--- config.mk ---
export PLATFORM = sky130hd
export DESIGN_NAME = mem_arbiter
export DESIGN_NICKNAME = d
export VERILOG_FILES = /design/src/rtl/mem_arb_pkg.sv /design/src/rtl/mem_arbiter_arb_pick.sv /design/src/rtl/mem_arbiter.sv
export SDC_FILE = /design/constraint.sdc
export NUM_CORES = 1
export LEC_CHECK = 0
export ABC_AREA = 1
export CAP_MARGIN = 20
export CORE_MARGIN = 5
export CORE_UTILIZATION = 28
export DETAILED_ROUTE_END_ITERATION = 10
export GPL_ROUTABILITY_DRIVEN = 0
export PLACE_DENSITY = 0.67
export SLEW_MARGIN = 20
export SYNTH_ARGS = -nofsm -noshare
export SYNTH_HDL_FRONTEND = slang
export SYNTH_SLANG_ARGS = --single-unit
--- constraint.sdc ---
create_clock -name clk -period 1.5 [get_ports clk]
set_input_delay 0.225 -clock clk [delete_from_list [all_inputs] [get_ports clk]]
set_output_delay 0.225 -clock clk [all_outputs]
set_load 0.05 [all_outputs]
--- src/rtl/mem_arb_pkg.sv ---
// Shared encodings for the memory arbiter: FSM states, requester sides, block mask.
// Latency: n/a (types and constants only).
// Backpressure: n/a.
package mem_arb_pkg;

    typedef enum logic [1:0] {
        IDLE  = 2'd0,
        FILL  = 2'd1,
        WRITE = 2'd2
    } state_e;

    typedef enum logic {
        SIDE_I = 1'b0,
        SIDE_D = 1'b1
    } side_e;

    // Clears the byte offset within a 16-byte block.
    localparam logic [15:0] BLK_MASK = 16'hFFF0;

    // Complement of the block mask: the in-block byte offset bits.
    localparam logic [15:0] BLK_OFS = ~BLK_MASK;

endpackage

--- src/rtl/mem_arbiter_arb_pick.sv ---
// Requester selection: picks I or D side from the live requests (MEM_ARB_RR_EN = round-robin).
// Latency: combinational.
// Backpressure: none; the caller only consults the pick while idle.
module arb_pick
    import mem_arb_pkg::*;
(
`ifdef MEM_ARB_RR_EN
    input  side_e last_win,
`endif
    input  logic  d_req,
    input  logic  i_req,
    output side_e win
);

    // Choose the winning side; with no request the result is don't-care (I).
    always_comb begin
        win = SIDE_I;
`ifdef MEM_ARB_RR_EN
        if (d_req && i_req) begin
            win = (last_win == SIDE_I) ? SIDE_D : SIDE_I;
        end else if (d_req) begin
            win = SIDE_D;
        end
`else
        if (d_req) begin
            win = SIDE_D;
        end
`endif
    end

endmodule

--- src/rtl/mem_arbiter.sv ---
// Shares one multi-cycle memory port between I-cache fills and D-cache fills/writes (MEM_ARB_RR_EN = round-robin).
// Latency: grant + first access 1 cycle after request; fill done at grant+MEM_LAT+7; write done at grant+1.
// Backpressure: requesters hold req until their done pulse; the losing side simply waits in IDLE.
module mem_arbiter
    import mem_arb_pkg::*;
#(
    parameter int ADDR_W        = 16,
    parameter int DATA_W        = 16,
    parameter int WORDS_PER_BLK = 8,
    parameter int MEM_LAT       = 4
) (
    input  logic              clk,
    input  logic              rst,
    input  logic              i_req,
    input  logic [ADDR_W-1:0] i_addr,
    output logic              i_grant,
    output logic              i_valid,
    output logic              i_done,
    input  logic              d_req,
    input  logic              d_wr,
    input  logic [ADDR_W-1:0] d_addr,
    input  logic [DATA_W-1:0] d_wdata,
    output logic              d_grant,
    output logic              d_valid,
    output logic              d_done,
    output logic [DATA_W-1:0] fill_data,
    output logic [2:0]        fill_idx,
    output logic              mem_en,
    output logic              mem_wr,
    output logic [ADDR_W-1:0] mem_addr,
    output logic [DATA_W-1:0] mem_wdata,
    input  logic [DATA_W-1:0] mem_rdata,
    input  logic              mem_rvalid
);

    // MEM_LAT only shapes the memory's timing; the FSM just counts returns.
    localparam logic [ADDR_W-1:0] ADDR_MASK = ~ADDR_W'(BLK_OFS);
    localparam logic [ADDR_W-1:0] WORD_MASK = ~ADDR_W'(1);
    localparam logic [3:0]        N_WORDS   = 4'(WORDS_PER_BLK);
    localparam logic [2:0]        LAST_IDX  = 3'(WORDS_PER_BLK - 1);

    state_e            state;
    side_e             grant_side;
    side_e             pick;
    logic [ADDR_W-1:0] base;
    logic [ADDR_W-1:0] pick_addr;
    logic [3:0]        issue_cnt;
    logic [2:0]        ret_cnt;
    logic              wr_done;
    logic              fill_fire;
    logic              last_word;

`ifdef MEM_ARB_RR_EN
    side_e             last_win;

    arb_pick u_pick (
        .last_win (last_win),
        .d_req    (d_req),
        .i_req    (i_req),
        .win      (pick)
    );
`else
    arb_pick u_pick (
        .d_req    (d_req),
        .i_req    (i_req),
        .win      (pick)
    );
`endif

    assign pick_addr = (pick == SIDE_D) ? d_addr : i_addr;

    // Returned words pass straight through to the granted side; only accepted in FILL.
    assign fill_fire = (state == FILL) && mem_rvalid;
    assign last_word = (ret_cnt == LAST_IDX);
    assign i_valid   = fill_fire && (grant_side == SIDE_I);
    assign d_valid   = fill_fire && (grant_side == SIDE_D);
    assign i_done    = i_valid && last_word;
    assign d_done    = (d_valid && last_word) || wr_done;
    assign fill_data = fill_fire ? mem_rdata : '0;
    assign fill_idx  = fill_fire ? ret_cnt : '0;

    // Arbitration FSM: captures the winner's request at grant and sequences the memory port.
    always_ff @(posedge clk) begin
        if (rst) begin
            state      <= IDLE;
            grant_side <= SIDE_I;
            i_grant    <= 1'b0;
            d_grant    <= 1'b0;
            mem_en     <= 1'b0;
            mem_wr     <= 1'b0;
            mem_addr   <= '0;
            mem_wdata  <= '0;
            base       <= '0;
            issue_cnt  <= '0;
            ret_cnt    <= '0;
            wr_done    <= 1'b0;
`ifdef MEM_ARB_RR_EN
            last_win   <= SIDE_I;
`endif
        end else begin
            case (state)
                IDLE: begin
                    mem_en    <= 1'b0;
                    mem_wr    <= 1'b0;
                    wr_done   <= 1'b0;
                    issue_cnt <= '0;
                    ret_cnt   <= '0;
                    if (i_req || d_req) begin
                        grant_side <= pick;
                        i_grant    <= (pick == SIDE_I);
                        d_grant    <= (pick == SIDE_D);
`ifdef MEM_ARB_RR_EN
                        last_win   <= pick;
`endif
                        mem_en     <= 1'b1;
                        if (pick == SIDE_D && d_wr) begin
                            state     <= WRITE;
                            mem_wr    <= 1'b1;
                            mem_addr  <= d_addr & WORD_MASK;
                            mem_wdata <= d_wdata;
                        end else begin
                            state     <= FILL;
                            base      <= pick_addr & ADDR_MASK;
                            mem_addr  <= pick_addr & ADDR_MASK;
                            issue_cnt <= 4'd1;
                        end
                    end
                end

                FILL: begin
                    // Issue side: one read per cycle until the whole block is requested.
                    if (issue_cnt < N_WORDS) begin
                        mem_en    <= 1'b1;
                        mem_addr  <= base + ADDR_W'({issue_cnt[2:0], 1'b0});
                        issue_cnt <= issue_cnt + 4'd1;
                    end else begin
                        mem_en    <= 1'b0;
                    end
                    // Return side: the last word ends the transfer and releases the grant.
                    if (mem_rvalid) begin
                        if (last_word) begin
                            state     <= IDLE;
                            i_grant   <= 1'b0;
                            d_grant   <= 1'b0;
                            mem_en    <= 1'b0;
                            issue_cnt <= '0;
                            ret_cnt   <= '0;
                        end else begin
                            ret_cnt   <= ret_cnt + 3'd1;
                        end
                    end
                end

                WRITE: begin
                    // First cycle carries the write strobe; second cycle signals completion.
                    if (mem_en) begin
                        mem_en  <= 1'b0;
                        mem_wr  <= 1'b0;
                        wr_done <= 1'b1;
                    end else begin
                        wr_done <= 1'b0;
                        d_grant <= 1'b0;
                        state   <= IDLE;
                    end
                end

                default: begin
                    state   <= IDLE;
                    i_grant <= 1'b0;
                    d_grant <= 1'b0;
                    mem_en  <= 1'b0;
                    mem_wr  <= 1'b0;
                    wr_done <= 1'b0;
                end
            endcase
        end
    end

endmodule

==> impl_metrics.json, run 1 <==
{
  "clock_latency_ns": 0.34,
  "rows": 37,
  "drt_pre_antenna_iters": 4,
  "reg2reg_from": "ret_cnt[1]",
  "violations": "negative setup slack",
  "max-cap-violations": 0,
  "min_period_ns": 1.647,
  "min_from": "base[7]",
  "yosysUniqueCellTypes": 29,
  "required_ns": 1.27,
  "slew_headroom": 0.5401,
  "start_kind": "input pin",
  "antenna_found_initial": 0,
  "met1Wirelength_um": 3913,
  "synth-edff-count": 0,
  "synth_compound_area_frac": 0.1097,
  "hpwl_um": 6854,
  "synth_xor_area_frac": 0,
  "async_reset_ff_frac": 0,
  "ys_ff_latch": 58,
  "routedWlPerCell_um": 12.98,
  "r2r_slack_ns": 0.10,
  "fin_crit_sh": 1.098,
  "synthTopCellsByArea": "dfxtp_1, nand2_1, nor2_1",
  "synthesis.nets": 497,
  "ir_worst_vdd_v": 0.0004946,
  "ios": 129,
  "grt_setup_unrepaired": "yes",
  "drive_gt1_frac": 0.2658,
  "drtIter0Drc": 192,
  "yosysWarnings": 0,
  "cts_made_buffers": 9,
  "ys_seq_area_frac": 0.4023,
  "die-area_mm2": 0.01244,
  "layout_commonest_cell": "nand2_1",
  "routed_wl_um": 9140,
  "yosysTopAreaCell": "dfxtp_1",
  "setup-violations-final": 23,
  "cts_tree": "yes",
  "finClkSkew_ns": 0.01181,
  "min_path_type": "flop to flop",
  "core-area_mm2": 0.01018,
  "r2r_end": "issue_cnt[3]",
  "final_nets": 636,
  "postCtsHoldBufs": 0,
  "syn_inst": 424,
  "layout_common_cells": "nand2_1, clkdlybuf4s50_1, nor2_1",
  "drc": 0,
  "final_core_util": 0.4998,
  "wl_met2_um": 4629,
  "min_path_cells": 2,
  "leakage_uw": 0.002245,
  "antenna_left": 0,
  "path_max_fanout": 3,
  "hold_end": "base[7]",
  "synthAdderAreaFrac": 0.01300,
  "holdWs_ns": 0.4649,
  "setup_ws_ns": -0.1473,
  "die_w_um": 111.5,
  "grt_max_degree": 31,
  "avgSynthCellArea_um2": 6.808,
  "max-clock-path-buffers": 2,
  "worst_pin_slew_ns": 0.6891,
  "synth_top_family_by_area": "simple AND/OR/NAND/NOR gates",
  "critical_path_class": "input pin to output pin",
  "fmax_mhz": 607.0,
  "grt.total_usage": 0.1477,
  "cts.sinks": 58,
  "vias_per_cell": 4.436,
  "num_vias": 3123,
  "r2r_cells": 8,
  "fillers": 980,
  "wl_met3_um": 539,
  "ctsRootBufferMaster": "clkbuf_8",
  "synthesis.area_mm2": 0.002887,
  "grt_first_pass_wirelength_um": 15200,
  "finalNonFillerCells": 704,
  "dp_worst_setup_slack_ns": -0.2867,
  "power_density_mw_per_mm2": 1020,
  "synthMuxAreaShare": 0,
  "clk_pin_slew_ns": 0.07,
  "antennaDiodeCount": 0,
  "hold_viol": 0,
  "end_kind": "output pin",
  "grt.overflow.total": 0,
  "multi_input_area_mm2": 0.001604,
  "highest_layer": "met4",
  "port_buffers": 122,
  "seq_area_mm2": 0.001169,
  "place_inst": 680,
  "finalMaxSlewViolations": 0,
  "synth_top_area_share": 0.4023,
  "fp.dieH_um": 111.5,
  "start_util": 0.2834,
  "yosys.area_share.simple": 0.3576,
  "synth_flop_cell": "dfxtp_1",
  "htreeDepth": 3,
  "grt_pass1_vias": 3180,
  "status": "finished with violations",
  "area_growth_pct": 76.33,
  "crit_arrival_ns": 1.42
}
-- worst max-delay path by stage --
stage | from | end | slack (ns) | cells after the start
3_5_place_dp | mem_rvalid | i_valid | -0.29 | 6
3_3_place_gp | mem_rvalid | i_valid | -0.26 | 6
6_report | mem_rvalid | i_done | -0.15 | 6
5_1_grt | mem_rvalid | i_done | -0.18 | 6
4_1_cts | state[1] | i_done | -0.16 | 6
2_1_floorplan | state[1] | d_valid | 0.005 | 7
-- routing by layer --
metal,track usage,vias up
met5,0,-
met4,0.03893,0
met3,0.04402,8
met2,0.2585,89
met1,0.1765,1412
li1,-,1614
-- metrics by stage --
stage               setup TNS, ns  instance area [µm²]  total power [µW]
floorplan                       0                 3064              2830
detailed placement         -13.82                 4717              3525
finish                     -2.105                 5090              5191
global route               -3.108                 5090              5455
global placement           -13.26                 4717              3504
CTS                        -2.649                 5050              5230
-- registers in the layout (all words and copies together) (netlist names), 2 cells and up --
name / count
state: 2
mem_wdata: 16
base: 12
ret_cnt: 3
mem_addr: 15
issue_cnt: 4
-- power by group --
group	internal (µW)	switching (µW)	total (µW)
registers	1680	109	1790
logic	727	1010	1730
clock network	1030	638	1660
total	3440	1750	5190
-- cell usage after synthesis (all sizes together), types with 3 or more instances --
cell / count
nand2: 112
nor2: 85
dfxtp: 58
inv: 45
nand3: 37
a21oi: 29
o21ai: 29
buf: 12
clkbuf: 8
ha: 3
-- repair_timing --
item,in CTS,in global routing
endpoints found under the hold margin,0,0
setup endpoints to repair,23,37
buffers inserted,6,2
gates resized for setup,12,7
pin swaps,1,4
-- cell families (layout without fill, tap and decap cells) --
family / after synthesis / after routing
and+or+nand+nor: 236 / 236
buffers and inverters: 65 / 209
AOI/OAI and AO/OA: 61 / 61
DFF: 58 / 58
adders and majority gates: 3 / 3
other: 1 / 1
-- worst max-delay path, cell delays in order --
cell             delay [ns]
clkdlybuf4s50_1        0.51
inv_2                  0.07
nor2_8                 0.17
buf_6                  0.13
and3_4                 0.18
buf_12                 0.13
-- cell type report --
cell class / instances / share of cell area
repair buffers: 148 / 0.3397
multi-input cells: 301 / 0.3151
flip-flops and latches: 58 / 0.2296
inverters: 45 / 0.03712
well taps: 136 / 0.03343
clock buffers: 12 / 0.03048
clock inverters: 4 / 0.01450
Power figures use the tool's default switching activity.
==> inputs of run 2 (changes only) <==
--- a/config.mk
+++ b/config.mk
@@ -6,7 +6,7 @@
 export NUM_CORES = 1
 export LEC_CHECK = 0
 export ABC_AREA = 1
-export CAP_MARGIN = 20
+export CAP_MARGIN = 15
 export CORE_MARGIN = 5
 export CORE_UTILIZATION = 28
 export DETAILED_ROUTE_END_ITERATION = 10
==> results of run 2 <==
No change in the layout: final DEF, timing and power equal those of run 1.
==> inputs of run 3 (changes only) <==
--- a/config.mk
+++ b/config.mk
@@ -8,10 +8,10 @@
 export ABC_AREA = 1
 export CAP_MARGIN = 15
 export CORE_MARGIN = 5
-export CORE_UTILIZATION = 28
+export CORE_UTILIZATION = 42
 export DETAILED_ROUTE_END_ITERATION = 10
 export GPL_ROUTABILITY_DRIVEN = 0
-export PLACE_DENSITY = 0.67
+export PLACE_DENSITY = 0.9
 export SLEW_MARGIN = 20
 export SYNTH_ARGS = -nofsm -noshare
 export SYNTH_HDL_FRONTEND = slang
==> impl_metrics.json, run 3 (synthesis gave the netlist of run 1 again) <==
{
  "hold_end": "state[0]",
  "grt_setup_unrepaired": "yes",
  "finalNonFillerCells": 649,
  "drive_gt1_frac": 0.2654,
  "antenna_left": 0,
  "fp.dieH_um": 92.90,
  "reg_top3": "mem_wdata: 16 flops, mem_addr: 15 flops, base: 12 flops",
  "cts_made_buffers": 9,
  "cts.sinks": 58,
  "hold_viol": 0,
  "layout_commonest_cell": "nand2_1",
  "slew_headroom": 0.5726,
  "min_path_type": "input pin to flop",
  "grt_max_degree": 31,
  "cts_tree": "yes",
  "die-area_mm2": 0.008630,
  "postCtsHoldBufs": 0,
  "setup_tns_ns": -2.010,
  "grt.total_usage": 0.2291,
  "setup_ws_ns": -0.1215,
  "fin_crit_sh": 1.081,
  "min_path_cells": 4,
  "hpwl_um": 6943,
  "r2r_slack_ns": 0.09,
  "crit_arrival_ns": 1.40,
  "leakage_uw": 0.002235,
  "finalMaxSlewViolations": 0,
  "grt_first_pass_wirelength_um": 15960,
  "final_nets": 638,
  "critical_path_class": "flop to output pin",
  "area_growth_pct": 71.52,
  "path_max_fanout": 11,
  "end_kind": "output pin",
  "min_from": "mem_rvalid",
  "max-cap-violations": 0,
  "largest-register": "mem_wdata",
  "required_ns": 1.27,
  "power_density_mw_per_mm2": 969.4,
  "port_buffers": 122,
  "core-area_mm2": 0.006756,
  "largest_reg_flops": 16,
  "fmax_mhz": 616.7,
  "status": "finished with violations",
  "drt_pre_antenna_iters": 5,
  "die_w_um": 92.90,
  "min_period_ns": 1.621,
  "routedWlPerCell_um": 15.06,
  "start_kind": "flop",
  "setup-violations-final": 23,
  "drtIter0Drc": 227,
  "rows": 30,
  "clk_pin_slew_ns": 0.06,
  "place_inst": 623,
  "worst_pin_slew_ns": 0.6404,
  "r2r_end": "mem_addr[12]",
  "ios": 129,
  "antenna_found_initial": 0,
  "layout_common_cells": "nand2_1, clkdlybuf4s50_1, nor2_1",
  "clock_latency_ns": 0.33,
  "reg2reg_from": "state[1]",
  "ir_worst_vdd_v": 0.0007285,
  "antennaDiodeCount": 0,
  "violations": "negative setup slack",
  "grt.overflow.total": 0,
  "r2r_cells": 7,
  "routed_wl_um": 9777,
  "finClkSkew_ns": 0.01173,
  "power.total_uw": 4800,
  "num_vias": 3309,
  "max-clock-path-buffers": 2,
  "drc": 0,
  "vias_per_cell": 5.099,
  "grt_pass1_vias": 3387,
  "start_util": 0.4272,
  "htreeDepth": 3,
  "ctsRootBufferMaster": "clkbuf_8"
}
==> run 3: where the power goes <==
group          switching (µW)  internal, µW  leakage [µW]
Combinational            1040           702       0.00166
Clock                     599           673     0.0000920
Sequential                100          1680      0.000479
==> run 3: worst max path at each step <==
stage / cells past startpoint / slack, ns / endpoint / start
floorplan: 7 / 0.005 / d_valid / state[1]
global placement: 6 / -0.25 / i_valid / mem_rvalid
detailed placement: 6 / -0.32 / i_valid / mem_rvalid
CTS: 7 / -0.14 / fill_data[15] / state[1]
global route: 7 / -0.16 / fill_data[3] / state[1]
finish: 7 / -0.12 / fill_data[9] / state[1]
==> run 3: worst max-delay path: stages, from the launching register on <==
cell     delay, ns
dfxtp_4       0.36
inv_6         0.06
nand2_4       0.06
nor2_8        0.13
buf_12        0.13
inv_16        0.06
nor2_4        0.13
buf_12        0.15
==> run 3: area by class of cell <==
class	count	area, µm²
Fill cell	457	1805
Timing Repair Buffer	149	1710
Multi-Input combinational cell	301	1593
Sequential cell	58	1169
Inverter	45	192.7
Clock buffer	12	155.1
Tap cell	80	100.1
Timing Repair inverter	1	16.27
Clock inverter	3	15.01
==> run 3: per-stage QoR <==
step	hold slack (ns)	util	worst slack (ns)	instance area (µm²)
2_1_floorplan	0.3599	-	0.005136	3064
3_5_place_dp	0.4528	0.6793	-0.3238	4589
4_1_cts	0.4632	0.7289	-0.1363	4925
3_3_place_gp	0.4484	0.6793	-0.2540	4589
6_report	0.3601	0.7328	-0.1215	4951
5_1_grt	0.3758	0.7328	-0.1591	4951
==> run 3: timing repair <==
item                                    CTS  global route
endpoints found under the setup margin   25            35
resized for setup                        17             3
pin swaps                                 4             4
cloned                                    1             0
buffers inserted                          8             2
==> run 3: layer usage <==
metal | up-vias | share of wire | GRT usage
met4 | 0 | 0.028 | 0.09890
met2 | 154 | 0.54 | 0.4253
met5 | - | 0 | 0
li1 | 1610 | - | -
met1 | 1515 | 0.37 | 0.2531
met3 | 30 | 0.067 | 0.03981
